===== src/rtl/mux41_arb_pkg.sv =====
// Shared types and constants for the round-robin 4:1 mux arbiter.
// Timeout option: MUX41_ARB_TIMEOUT_EN (see mux41_rr_arb).
package mux41_arb_pkg;

  typedef enum logic {
    IDLE  = 1'b0,
    GRANT = 1'b1
  } state_t;

  localparam int NREQ  = 4;
  localparam int IDXW  = 2;
  localparam int HOLDW = 4;

  function automatic logic [NREQ-1:0] onehot(
    input logic [IDXW-1:0] idx
  );
    return NREQ'(1) << idx;
  endfunction

endpackage


===== src/rtl/mux41_rr_pick.sv =====
// Rotating priority encoder: first requester at or after ptr,
// skipping any bit set in the exclude mask.
module mux41_rr_pick
  import mux41_arb_pkg::*;
(
  input  logic [NREQ-1:0] i_req,
  input  logic [IDXW-1:0] i_ptr,
  input  logic [NREQ-1:0] i_excl,
  output logic            o_found,
  output logic [IDXW-1:0] o_idx
);

  logic [IDXW-1:0] w_cand;

  // Scan from the far end so the nearest candidate wins last.
  always_comb begin
    o_found = 1'b0;
    o_idx   = i_ptr;
    w_cand  = i_ptr;
    for (int k = NREQ - 1; k >= 0; k--) begin
      w_cand = i_ptr + IDXW'(k);
      if (i_req[w_cand] && !i_excl[w_cand]) begin
        o_found = 1'b1;
        o_idx   = w_cand;
      end
    end
  end

endmodule


===== src/rtl/mux41_rr_arb.sv =====
// Round-robin arbiter driving the select of a 4-bit 4:1 mux.
// Define MUX41_ARB_TIMEOUT_EN to rotate owners after MAX_HOLD cycles.
module mux41_rr_arb
  import mux41_arb_pkg::*;
#(
  parameter int MAX_HOLD = 4
) (
  input  logic            clk,
  input  logic            rst_n,
  input  logic [NREQ-1:0] req,
  input  logic [3:0]      a,
  input  logic [3:0]      b,
  input  logic [3:0]      c,
  input  logic [3:0]      d,
  output logic [NREQ-1:0] gnt,
  output logic [IDXW-1:0] sel,
  output logic [3:0]      y,
  output logic            valid
);

`ifdef MUX41_ARB_TIMEOUT_EN
  localparam bit TO_EN = 1'b1;
`else
  localparam bit TO_EN = 1'b0;
`endif

  localparam logic [HOLDW-1:0] HOLD_LAST = HOLDW'(MAX_HOLD - 1);

  state_t           r_state, w_state;
  logic [IDXW-1:0]  r_ptr, w_ptr;
  logic [HOLDW-1:0] r_hold, w_hold;
  logic [NREQ-1:0]  r_gnt, w_gnt;
  logic [IDXW-1:0]  r_sel, w_sel;
  logic             r_valid, w_valid;

  logic             w_found;
  logic [IDXW-1:0]  w_idx;
  logic [NREQ-1:0]  w_excl;
  logic             w_take;
  logic [3:0]       w_mux;

  // Excluding the owner is harmless on release (its req is low)
  // and is exactly what the timeout handover needs.
  assign w_excl = (r_state == GRANT) ? onehot(r_sel) : '0;

  mux41_rr_pick u_pick (
    .i_req   (req),
    .i_ptr   (r_ptr),
    .i_excl  (w_excl),
    .o_found (w_found),
    .o_idx   (w_idx)
  );

  always_comb begin
    w_state = r_state;
    w_ptr   = r_ptr;
    w_hold  = r_hold;
    w_gnt   = r_gnt;
    w_sel   = r_sel;
    w_valid = r_valid;
    w_take  = 1'b0;
    unique case (r_state)
      IDLE: begin
        if (w_found) begin
          w_take = 1'b1;
        end else begin
          w_gnt   = '0;
          w_valid = 1'b0;
        end
      end
      GRANT: begin
        if (!req[r_sel]) begin
          if (w_found) begin
            w_take = 1'b1;
          end else begin
            w_state = IDLE;
            w_gnt   = '0;
            w_valid = 1'b0;
          end
        end else if (TO_EN && r_hold == HOLD_LAST) begin
          if (w_found) w_take = 1'b1;
          else         w_hold = '0;
        end else if (r_hold != '1) begin
          w_hold = r_hold + 1'b1;
        end
      end
      default: w_state = IDLE;
    endcase
    if (w_take) begin
      w_state = GRANT;
      w_sel   = w_idx;
      w_gnt   = onehot(w_idx);
      w_valid = 1'b1;
      w_ptr   = w_idx + 1'b1;
      w_hold  = '0;
    end
  end

  always_ff @(posedge clk) begin
    if (!rst_n) begin
      r_state <= IDLE;
      r_ptr   <= '0;
      r_hold  <= '0;
      r_gnt   <= '0;
      r_sel   <= '0;
      r_valid <= 1'b0;
    end else begin
      r_state <= w_state;
      r_ptr   <= w_ptr;
      r_hold  <= w_hold;
      r_gnt   <= w_gnt;
      r_sel   <= w_sel;
      r_valid <= w_valid;
    end
  end

  always_comb begin
    unique case (r_sel)
      2'd0:    w_mux = a;
      2'd1:    w_mux = b;
      2'd2:    w_mux = c;
      default: w_mux = d;
    endcase
  end

  assign y     = r_valid ? w_mux : 4'h0;
  assign gnt   = r_gnt;
  assign sel   = r_sel;
  assign valid = r_valid;

endmodule


===== config.mk =====
export PLATFORM = sky130hd
export DESIGN_NAME = mux41_rr_arb
export DESIGN_NICKNAME = d
export VERILOG_FILES = /design/src/rtl/mux41_arb_pkg.sv /design/src/rtl/mux41_rr_pick.sv /design/src/rtl/mux41_rr_arb.sv
export SDC_FILE = /design/constraint.sdc
export NUM_CORES = 1
export LEC_CHECK = 0
export BUFFER_PORTS_ARGS = -buffer_cell sky130_fd_sc_hd__buf_2
export CAP_MARGIN = 20
export CORE_MARGIN = 10
export CORE_UTILIZATION = 31
export CTS_CLUSTER_DIAMETER = 30
export DETAILED_ROUTE_END_ITERATION = 6
export PLACE_DENSITY = 0.6
export SLEW_MARGIN = 20
export SYNTH_ARGS = -nofsm -noshare
export SYNTH_HDL_FRONTEND = slang
export SYNTH_SLANG_ARGS = --single-unit

===== constraint.sdc =====
create_clock -name clk -period 2.4 [get_ports clk]
set_input_delay 0.6 -clock clk [delete_from_list [all_inputs] [get_ports clk]]
set_output_delay 0.6 -clock clk [all_outputs]
set_load 0.01 [all_outputs]

==> impl_metrics.py <==
metrics = {
    "critical_path": {
        "end_kind": "primary output",
        "crit_slowest_cell": "mux4_2",
        "path_depth": 4,
        "path_class": "register to primary output",
        "critPathArrivalTime_ps": 1530,
        "cp.buffers_inverters": 2,
        "rr_worst_depth": 8,
        "crit_path_cell_trace": "buf_4 -> mux4_2 -> and2_1 -> buf_2",
        "startpoint_type": "register",
        "cp_max_fo": 5,
        "crit_family": "multiplexers",
        "worstPathRequired_ps": 1800,
        "max_stage_delay_ps": 490,
    },
    "clocking": {
        "cts_inserted_buffers": 3,
        "htreeDepth": 1,
        "insertion_delay_ps": 260,
        "root_buffer": "clkbuf_4",
        "clkTransAtPathRegs_ps": 60,
        "cts_hold_buffers": 0,
        "postCtsSetupBuffers": 0,
        "cts_tree": "yes",
        "ctsResizeCount": 0,
        "clock_sinks": 10,
        "ctsLongestPathBuffers": 2,
    },
    "yosys": {
        "synth_cell_types": 38,
        "syn_nets": 116,
        "syn_area_per_cell_um2": 9.16,
        "syn_area_um2": 825,
        "seq_area_frac_synth": 0.243,
        "ys.flop_type": "dfxtp_1",
        "synthArstFlopShare": 0,
        "synth_edf_count": 0,
        "syn_inst": 90,
        "yosysWarnings": 0,
        "ys_ff_latch": 10,
    },
    "sta": {
        "fin_ws_ps": 274,
        "hold_viol_final": 0,
        "fmax_ghz": 0.470,
        "fin_hold_ws_ps": 503,
        "setup_viol": 0,
        "skew_ps": 2.98,
        "fin_crit_sh": 0.886,
        "maxSlewViolCount": 0,
        "rsz0062_at_grt": "no",
        "period_needed_ps": 2130,
        "tightest_slew_ps": 465,
        "slew_headroom": 0.690,
        "tns_ps": 0,
    },
    "detailed_routing": {
        "drcViolationCount": 0,
        "detail_route.wl_per_cell_um": 14.2,
        "ant_nets": 0,
        "wirelength_mm": 2.19,
        "vias": 802,
        "drt_iter0_markers": 12,
        "firstDrtPassIters": 2,
        "viasPerCell": 5.21,
    },
    "grt": {
        "globalRouteTotalUtil": 0.0833,
        "grt_overflow": 0,
        "grt_pass1_wl_mm": 3.66,
        "grt_pass1_vias": 828,
        "grt_max_degree": 11,
        "antenna_found_initial": 0,
    },
    "cells_and_area": {
        "nets": 152,
        "fin_area_um2": 1040,
        "layout-area-overhead-vs-synth_pct": 26.1,
        "num_antenna_cells": 0,
        "fillers": 255,
        "layout-drive-gt1-share": 0.379,
    },
    "outcome": {
        "status": "finished clean",
    },
    "flow_run": {
        "cap_violations": 0,
    },
    "power_and_ir_drop": {
        "vdd_drop_max_mv": 0.501,
        "p_total_uw": 855,
        "p_per_area_nw_per_um2": 822,
        "p_leak_nw": 0.466,
    },
    "hold_path": {
        "worst_hold_path_type": "register to register",
        "whs_path_depth": 2,
    },
    "floorplanning": {
        "core-area_um2": 2500,
        "fp.dieArea_um2": 5120,
        "ios": 33,
        "start_util": 0.330,
        "fp.dieH_um": 71.6,
        "chipWidth_um": 71.6,
        "row_count": 18,
    },
    "placement": {
        "pre_cts_ws_ps": 249,
        "port-buffer-count": 32,
        "routabilityCongestion": 0.821,
        "hpwl_mm": 1.79,
        "placed_cell_area_um2": 1020,
    },
}
[cells by family after synthesis]
family | share of synthesized area
multiplexers | 0.161
AND/OR/NAND/NOR | 0.226
flip-flops | 0.243
adder cells (fa/ha/maj) | 0.0607
AO/OA/AOI/OAI | 0.253
buffers and inverters | 0.0561
[metal layers]
metal | GRT usage | wire length [µm] | vias to the layer above | part of all wire
li1 | - | - | 405 | -
met4 | 0.0172 | 8 | 0 | 0.0037
met5 | 0 | 0 | - | 0
met3 | 0.0565 | 298 | 2 | 0.14
met2 | 0.135 | 925 | 32 | 0.42
met1 | 0.0876 | 957 | 363 | 0.44
[worst reg2reg max path: cells and delay by family (launching register included)]
kind / cells / cell delay (ps)
buffers and inverters: 1 / 160
AND/OR/NAND/NOR: 3 / 490
adder cells (fa/ha/maj): 1 / 180
AO/OA/AOI/OAI: 3 / 650
flip-flops: 1 / 490
[metrics by stage]
stage | instances | util
3_3_place_gp | 151 | 0.407
5_1_grt | 154 | 0.416
4_1_cts | 154 | 0.416
2_1_floorplan | 90 | -
6_report | 154 | 0.416
3_5_place_dp | 151 | 0.407
[registers in the layout (all words and copies together) (netlist names)]
signal,count
r_ptr,2
valid,1
r_state,1
sel,2
gnt,4
[Yosys cell counts, types with 2 or more instances]
library cell / instances / area share
mux4_2: 5 / 0.14
nand3_1: 2 / 0.012
dfxtp_1: 10 / 0.24
nor2b_1: 6 / 0.046
ha_1: 4 / 0.061
o21a_1: 2 / 0.018
o21ai_0: 6 / 0.036
and2b_1: 2 / 0.018
nand2_1: 5 / 0.023
and2_1: 5 / 0.038
inv_1: 3 / 0.014
mux2i_1: 2 / 0.024
nor2_1: 3 / 0.014
nand2b_1: 3 / 0.023
buf_4: 2 / 0.018
a21oi_1: 4 / 0.024
nor3b_1: 2 / 0.018
a22oi_1: 4 / 0.036
[cells in the final DEF (no fill, tap or decap), types with 4 or more instances in the layout]
| cell type | n |
|---|---|
| buf_4 | 4 |
| a21oi_1 | 4 |
| a22oi_1 | 4 |
| ha_1 | 4 |
| nand2_1 | 5 |
| and2_1 | 5 |
| nor2b_1 | 6 |
| o21ai_0 | 6 |
| mux4_2 | 5 |
| dfxtp_1 | 10 |
| buf_2 | 32 |
[final timing paths]
check	from	to	slack [ps]
min	valid	valid	500
max reg2reg	r_state	gnt[0]	320
min reg2reg	valid	valid	500
max	sel[0]	y[3]	270
[final cells by class]
class | instances | area, µm² | share of cell area
Sequential cell | 10 | 200 | 0.193
Tap cell | 30 | 37.5 | 0.0361
Inverter | 3 | 11.3 | 0.0108
Timing Repair Buffer | 36 | 190 | 0.183
Clock buffer | 3 | 22.5 | 0.0217
Multi-Input combinational cell | 72 | 578 | 0.556
[report_power, final]
part	internal (mW)	leakage, nW	total [mW]	switching, mW
Combinational	0.249	0.369	0.486	0.237
Clock	0.0576	0.0138	0.108	0.0506
Sequential	0.211	0.0828	0.261	0.0494
Power figures use the tool's default switching activity.
